--- config.mk ---
export PLATFORM = sky130hd
export DESIGN_NAME = ppl_block_arb
export DESIGN_NICKNAME = d
export VERILOG_FILES = /design/src/rtl/ppl_block_arb.sv
export SDC_FILE = /design/constraint.sdc
export NUM_CORES = 1
export LEC_CHECK = 0
export ABC_AREA = 1
export BUFFER_PORTS_ARGS = -buffer_cell sky130_fd_sc_hd__buf_2
export CAP_MARGIN = 10
export CORE_MARGIN = 2
export CORE_UTILIZATION = 40
export DETAILED_ROUTE_END_ITERATION = 8
export PLACE_DENSITY = 0.78
export SLEW_MARGIN = 0
export SYNTH_ARGS = -nofsm -noshare
export SYNTH_HDL_FRONTEND = slang
export SYNTH_SLANG_ARGS = --single-unit
--- constraint.sdc ---
create_clock -name clk_ppl -period 2 [get_ports clk_ppl]
set_input_delay 0 -clock clk_ppl [delete_from_list [all_inputs] [get_ports clk_ppl]]
set_output_delay 0 -clock clk_ppl [all_outputs]
set_load 0.005 [all_outputs]
--- src/rtl/ppl_block_arb.sv ---
// Round-robin arbiter sharing one world block RAM read port between LANES ray-march lanes.
// Optional macro PPL_BLOCK_ARB_STAT_EN adds the stall_cnt statistics output.
module ppl_block_arb #(
    parameter int LANES   = 4,
    parameter int RAM_LAT = 2,
    parameter int ADDR_W  = 15,
    parameter int ID_W    = 5
) (
    input  logic                    clk_ppl,
    input  logic                    rst,
    input  logic                    frame_flush,
    input  logic [LANES-1:0]        req,
    input  logic [LANES*ADDR_W-1:0] req_addr,
    output logic [LANES-1:0]        gnt,
    output logic                    ram_en,
    output logic [ADDR_W-1:0]       ram_addr,
    input  logic [ID_W-1:0]         ram_dout,
    output logic [LANES-1:0]        rsp_valid,
    output logic [ID_W-1:0]         rsp_id,
    output logic                    busy
`ifdef PPL_BLOCK_ARB_STAT_EN
    ,
    output logic [15:0]             stall_cnt
`endif
);

    localparam int IDX_W = (LANES > 1) ? $clog2(LANES) : 1;

    logic [LANES-1:0]   r_pending;
    logic [IDX_W-1:0]   r_rr;
    logic [RAM_LAT-1:0] r_tag_vld;
    logic [IDX_W-1:0]   r_tag_idx [RAM_LAT];
    logic [LANES-1:0]   r_gnt;
    logic               r_ram_en;
    logic [ADDR_W-1:0]  r_ram_addr;
    logic [LANES-1:0]   r_rsp_valid;
    logic [ID_W-1:0]    r_rsp_id;

    logic [LANES-1:0]   w_eligible;
    logic               w_found;
    logic [IDX_W-1:0]   w_win;
    logic [IDX_W-1:0]   w_rr_next;
    logic [LANES-1:0]   w_gnt_onehot;
    logic [LANES-1:0]   w_rsp_onehot;

    // NOTE: eligibility uses the pre-edge pending bits, so a lane whose response
    // retires this edge cannot be re-granted until the following edge.
    always_comb begin
        w_eligible = req & ~r_pending;
        w_found    = 1'b0;
        w_win      = '0;
        // Descending scan: the last hit written is the one nearest to r_rr.
        for (int k = LANES - 1; k >= 0; k--) begin
            if (w_eligible[(int'(r_rr) + k) % LANES]) begin
                w_found = 1'b1;
                w_win   = IDX_W'((int'(r_rr) + k) % LANES);
            end
        end
        w_rr_next    = (int'(w_win) == LANES - 1) ? '0 : w_win + 1'b1;
        w_gnt_onehot = w_found ? (LANES'(1) << w_win) : '0;
        w_rsp_onehot = r_tag_vld[RAM_LAT-1] ? (LANES'(1) << r_tag_idx[RAM_LAT-1]) : '0;
    end

    always_ff @(posedge clk_ppl or posedge rst) begin
        if (rst) begin
            r_pending   <= '0;
            r_rr        <= '0;
            r_tag_vld   <= '0;
            for (int k = 0; k < RAM_LAT; k++) r_tag_idx[k] <= '0;
            r_gnt       <= '0;
            r_ram_en    <= 1'b0;
            r_ram_addr  <= '0;
            r_rsp_valid <= '0;
            r_rsp_id    <= '0;
        end else if (frame_flush) begin
            // In-flight RAM data still arrives but its tags are gone, so it is never reported.
            r_pending   <= '0;
            r_rr        <= '0;
            r_tag_vld   <= '0;
            r_gnt       <= '0;
            r_ram_en    <= 1'b0;
            r_rsp_valid <= '0;
        end else begin
            r_gnt     <= w_gnt_onehot;
            r_ram_en  <= w_found;
            if (w_found) begin
                r_ram_addr <= req_addr[int'(w_win)*ADDR_W +: ADDR_W];
                r_rr       <= w_rr_next;
            end
            r_tag_vld[0] <= w_found;
            r_tag_idx[0] <= w_win;
            for (int k = 1; k < RAM_LAT; k++) begin
                r_tag_vld[k] <= r_tag_vld[k-1];
                r_tag_idx[k] <= r_tag_idx[k-1];
            end
            r_rsp_valid <= w_rsp_onehot;
            if (r_tag_vld[RAM_LAT-1]) begin
                r_rsp_id <= ram_dout;
            end
            r_pending <= (r_pending & ~w_rsp_onehot) | w_gnt_onehot;
        end
    end

`ifdef PPL_BLOCK_ARB_STAT_EN
    logic [15:0] r_stall_cnt;

    always_ff @(posedge clk_ppl or posedge rst) begin
        if (rst) begin
            r_stall_cnt <= '0;
        end else if (frame_flush) begin
            r_stall_cnt <= '0;
        end else if (|req && !w_found && r_stall_cnt != 16'hFFFF) begin
            r_stall_cnt <= r_stall_cnt + 16'd1;
        end
    end

    assign stall_cnt = r_stall_cnt;
`endif

    assign gnt       = r_gnt;
    assign ram_en    = r_ram_en;
    assign ram_addr  = r_ram_addr;
    assign rsp_valid = r_rsp_valid;
    assign rsp_id    = r_rsp_id;
    assign busy      = |r_pending;

endmodule
## Yosys cells after proc, flatten, opt, wreduce, memory -nomap -nowiden

Cells that the tools add are included.

- Input port bits: 72
- Register bits: 41
- Logic and storage cells: 68
- Output and inout bits: 30

- Magnitude comparators: 4
- Multipliers: 1
- Bitwise gates (word level): 9
- Shift operators: 3
- Equality and inequality tests: 1
- Add/sub/neg operators: 4
- Reduce and logical (&&, ||, !) cells: 7
- Mux-type cells: 29

Operators with widths:

| cell | count |
|---|---|
| $shiftx 60x7->15 | 1 |
| $mux 4 | 5 |
| $mux 2 | 8 |
| $lt 3x4->1 const B | 3 |
| $mux 1 | 12 |
| $and 4x4->4 | 2 |
| $bmux 1 s2 | 4 |
| $not 4->4 | 2 |
| $shl 1x2->4 const A | 2 |
| $mul 2x4->6 const B | 1 |
| $reduce_or 2->1 | 3 |
| $add 2x1->2 const B | 2 |
| $add 2x2->2 const B | 2 |
| $or 4x4->4 | 1 |
| $reduce_and 2->1 | 2 |
| $reduce_or 4->1 | 1 |
| $and 1x1->1 const A | 3 |
| $lt 2x3->1 const B | 1 |
| $eq 2x1->1 const B | 1 |
| $reduce_bool 2->1 | 1 |
| $not 1->1 | 1 |

## Logic depth before layout (Yosys ltp)

- Word-level depth: 14
- Depth in mapped cells: 17
- Mapped depth without buffers: 15

## Least setup slack after synthesis

OpenSTA, ideal clock, no wires.

- Kind: register to register
- Start: reg r_rr[0]
- End: reg r_pending[1]
- Path slack: 0.092 ns
- Period minus slack after synthesis: 1.908 ns
- Data arrival time: 1.788 ns
- Buffers on the path: 3
- Required time: 1.880 ns
- Setup time: 0.120 ns
- Cell stages (with the launch flop): 16
- Path through: dfrtp_1 buf_4 inv_2 nand3_1 nand2_1 nand2_1 nand2_1 nand3_1 nand2_1 nand2_1 buf_2 buf_2 ha_1 inv_1 nor2_1 a31o_2

- Word-level cells in the longest chain between the ends: 12
- Elaborated cells between the ends (all ways): 26
- Classes of those cells: add/sub (3); shift (1); mux (21); bitwise (1)

RTL lines:

| item | line | text |
|---|---|---|
| from (decl) | 30 | `logic [IDX_W-1:0] r_rr;` |
| from (signal assigned) | 88 | `r_rr <= w_rr_next;` |
| $add 2x2->2 | 54, 56 |  |
| $bmux 1 s2 | 54 | `if (w_eligible[(int'(r_rr) + k) % LANES]) begin` |
| $mux 1 (implied by the code) (2 in series) | 54 |  |
| $mux 2 (4 in series) | 54 |  |
| $shl 1x2->4 | 60 | `w_gnt_onehot = w_found ? (LANES'(1) << w_win) : '0;` |
| $mux 4 (*) | 60 |  |
| $or 4x4->4 (*) | 100 | `r_pending <= (r_pending & ~w_rsp_onehot) \| w_gnt_onehot;` |
| $mux 4 (*) | 75 | `end else if (frame_flush) begin` |
| to (signal assigned) | 100 |  |
| to (decl) | 29 | `logic [LANES-1:0] r_pending;` |

Every way passes the cells marked *; elsewhere a longest branch is shown, timed or not. The select of a mux whose other input is x is not followed.
A chain may end at the register's enable or synchronous reset.

## Final worst setup path

Ends and elaborated chain as after synthesis.

==> summary.md <==
| Metric | Value |
|---|---|
| Vias per cell | between 4 and 5 |
| Initial antenna violation count | 0 |
| # port buffers | between 100 and 150 |
| Die area | about 7000 sq um |
| PnR worst setup slack | roughly 20 ps |
| CTS tree | yes |
| PwrDens | approximately 1800 nW/um^2 |
| Slew @ Worst Pin | between 900 and 1000 ps |
| Multi-input gate area | ~1200 sq um |
| Syn_nets | 440 |
| DRT Wirelength | approximately 7000 microns |
| Post-Route Skew | a little over 5 ps |
| Vias in the first global route | approximately 2500 |
| Clk Tree Root Cell | clkbuf_8 |
| Distinct cell type count after synthesis | 25 |
| Layout Utilization | roughly 58% |
| Max_cap viols | 0 |
| Pre-CTS setup slack | -11.92 ps |
| RSZ-0062 raised after global routing | yes |
| Htree depth | 2 |
| Post-Synthesis Mean Instance Area | 6.771 sq um |
| Slew headroom | approximately 34% |
| Mapped Cells | around 370 |
| CP Capture Type | flop |
| Seq cells post-synth | 40 |
| Final ANT Viol Nets | 0 |
| # rows | 28 |
| Core ar. | a little under 6000 sq um |
| Largest net degree at the start of global routing | 33 |
| # setup viols final | 0 |
| Critical Path AT | between 2000 and 2500 ps |
| Fin crit share | ~99% |
| DR pass1 iterations | 5 |
| Leakage dissipation | roughly 0.0021 uW |
| CTS max path bufs | 2 |
| Number of placed I/O pins | around 100 |
| Total Power | 6082 uW |
| Min-Delay Path Class | in -> reg |
| Die height | a little over 80 microns |
| VDD IR max | between 1 and 1.5 mV |
| Final slew viol count | 0 |
| Sequential cell area | between 1000 and 1500 sq um |
| ANT cells | 0 |
| Min cycle time layout | a little under 2000 ps |
| Post-DP HPWL | 4774 microns |
| Fmax | 505.2 MHz |
| Sequential element share of the synthesized area | about 40% |
| Setup CP Type | reg -> reg |
| RePlAce Congestion | 0.8050 |
| YS warnings | 0 |
| Fillers | ~580 |
| Layout cell share with drive strength beyond 1 | 34.43% |
| CP cell instances | nand3_1, nand2_2, nand2_2, nand2_2, nor2_2, nor2_1, nand2_2, nand2_4, ha_1, inv_1, nor2_1, a31o_2 |
| Area growth syn-to-layout | 38.97% |
| DR iter-0 viols | between 100 and 150 |
| Die width | around 83 microns |
| Status | finished, final reports clean |
| Placed cell count | 540 |
| Count of final hold-check violations | 0 |
| Cell area after synthesis | ~2500 sq um |
| Highest cell delay on the worst timing path | approximately 500 ps |
| Initial Utilization | 41.72% |
| Clk Latency, worst-skew pair | around 300 ps |
| Layout Cells excl Fill | 560 |
| Drt drc | 0 |
| Buf/Inv on CP | 1 |
| Clk slew on worst S/H paths | around 80 ps |
| CP max stage cell | dfrtp_2 |
| GRT Util Overall | roughly 19% |
| Global-route wire length before repair | ~11000 microns |
| Wire per inst | between 10 and 15 microns |
| Sinks on Clock Net | 40 |
| Crit start category | flop |
| DR vias | approximately 2700 |
| Top delay family on crit path | simple AND/OR/NAND/NOR gates |
| Total grt overflow | 0 |
| Nets | ~560 |
| CP required | 2190 ps |
| Cts bufs inserted | 5 |
| CP max FO | 8 |
| CP most frequent cell | nand2_2 |
-- worst paths after layout --
kind	start	to	cells past startpoint	slack (ps)
setup / recovery	r_rr[0]$_DFFE_PP0P_	r_pending[1]$_DFF_PP0_	12	20
hold / removal	req_addr[17]	ram_addr[2]$_DFFE_PP0P_	7	80
setup reg to reg	r_rr[0]$_DFFE_PP0P_	r_pending[1]$_DFF_PP0_	12	20
hold reg to reg	ram_addr[3]$_DFFE_PP0P_	ram_addr[3]$_DFFE_PP0P_	2	480
max in group asynchronous	rst	gnt[0]$_DFF_PP0_	4	1040
min in group asynchronous	rst	ram_addr[2]$_DFFE_PP0P_	3	350
-- metrics by stage --
| stage | hold WS, ps | area [sq um] | TNS (ps) |
|---|---|---|---|
| after floorplan | 150.6 | 2485 | 0 |
| after global placement | 138.7 | 3095 | 0 |
| after detailed placement | 150.8 | 3095 | -63.52 |
| after CTS | 84.82 | 3254 | 0 |
| after global routing | 121.3 | 3453 | -1599 |
| final | 78.93 | 3453 | 0 |
-- Yosys cell counts --
master / number / area [sq um]
clkinv_1: 3 / 11.26
nor2_1: 11 / 41.29
nand2_1: 120 / 450.4
ha_1: 1 / 12.51
nand2_2: 2 / 12.51
xor2_1: 1 / 8.760
nand3_2: 1 / 10.01
a31o_2: 1 / 8.760
a21oi_1: 1 / 5.000
buf_2: 8 / 40.04
mux2_2: 5 / 56.30
xnor2_1: 1 / 8.760
a21oi_2: 1 / 8.760
inv_1: 74 / 277.8
nand3_1: 76 / 380.4
dfrtp_1: 40 / 1001
buf_6: 4 / 45.04
nand2_4: 2 / 22.52
inv_2: 1 / 3.750
nor2_2: 1 / 6.260
o21ai_0: 7 / 35.03
o22ai_1: 1 / 6.260
clkbuf_1: 1 / 3.750
buf_4: 3 / 22.52
nand4_1: 1 / 6.260
-- worst reg2reg max path, cell delays in order (launching register included) --
cell and delay (ps):
dfrtp_2 500, nand3_1 150, nand2_2 70, nand2_2 80
nand2_2 70, nor2_2 180, nor2_1 90, nand2_2 130
nand2_4 110, ha_1 200, inv_1 50, nor2_1 50
a31o_2 210
-- power breakdown --
part	switching, uW	total (uW)	leakage [uW]	internal, uW
registers	200	1340	0.000507	1140
clock network	296	540	0.0000479	243
logic	2410	4200	0.00156	1800
-- final cells by class --
type | count | share of cell area (%)
inverter | 78 | 8.551
clock buffer | 5 | 1.993
tap | 75 | 2.717
timing repair buffer | 126 | 23.22
sequential | 40 | 29.02
clock inverter | 3 | 0.5435
multi-input combinational | 233 | 33.95
-- cell families after synthesis --
group | synth area share [%]
mux | 2.266
flops | 40.28
simple gates | 37.41
buf+inv | 16.26
compound gates | 2.568
fa+ha+maj | 0.5034
xor+xnor | 0.7051
-- metal layers --
layer	share of wire (%)	global-route usage (%)
met1	43	25.88
met2	47	31.60
met3	7.3	4.771
met4	2.1	4.471
met5	0	0
-- registers in the layout, summed over array words and instances, names as in the netlist --
| name | cells |
|---|---|
| gnt | 4 |
| r_tag_vld | 2 |
| ram_addr | 15 |
| rsp_id | 5 |
| rsp_valid | 4 |
| r_pending | 4 |
| r_tag_idx | 4 |
| r_rr | 2 |
-- placed cells by master, fill, tap and decap left out, drive strengths merged --
master,instances
a21oi,2
a31o,1
buf,117
clkbuf,7
clkinv,6
dfrtp,40
dlygate4sd3,7
ha,1
inv,75
mux2,5
nand2,124
nand3,77
nand4,1
nor2,12
o21ai,7
o22ai,1
xnor2,1
xor2,1
-- repair_timing --
item                                    CTS  global route
buffers inserted                          0             2
endpoints found under the setup margin   12            23
endpoints found under the hold margin    35             0
hold buffers                              7             0
pin swaps                                 0             8
resized for setup                         1            35
gates cloned                              0             3
(Power assumes the default switching activity.)
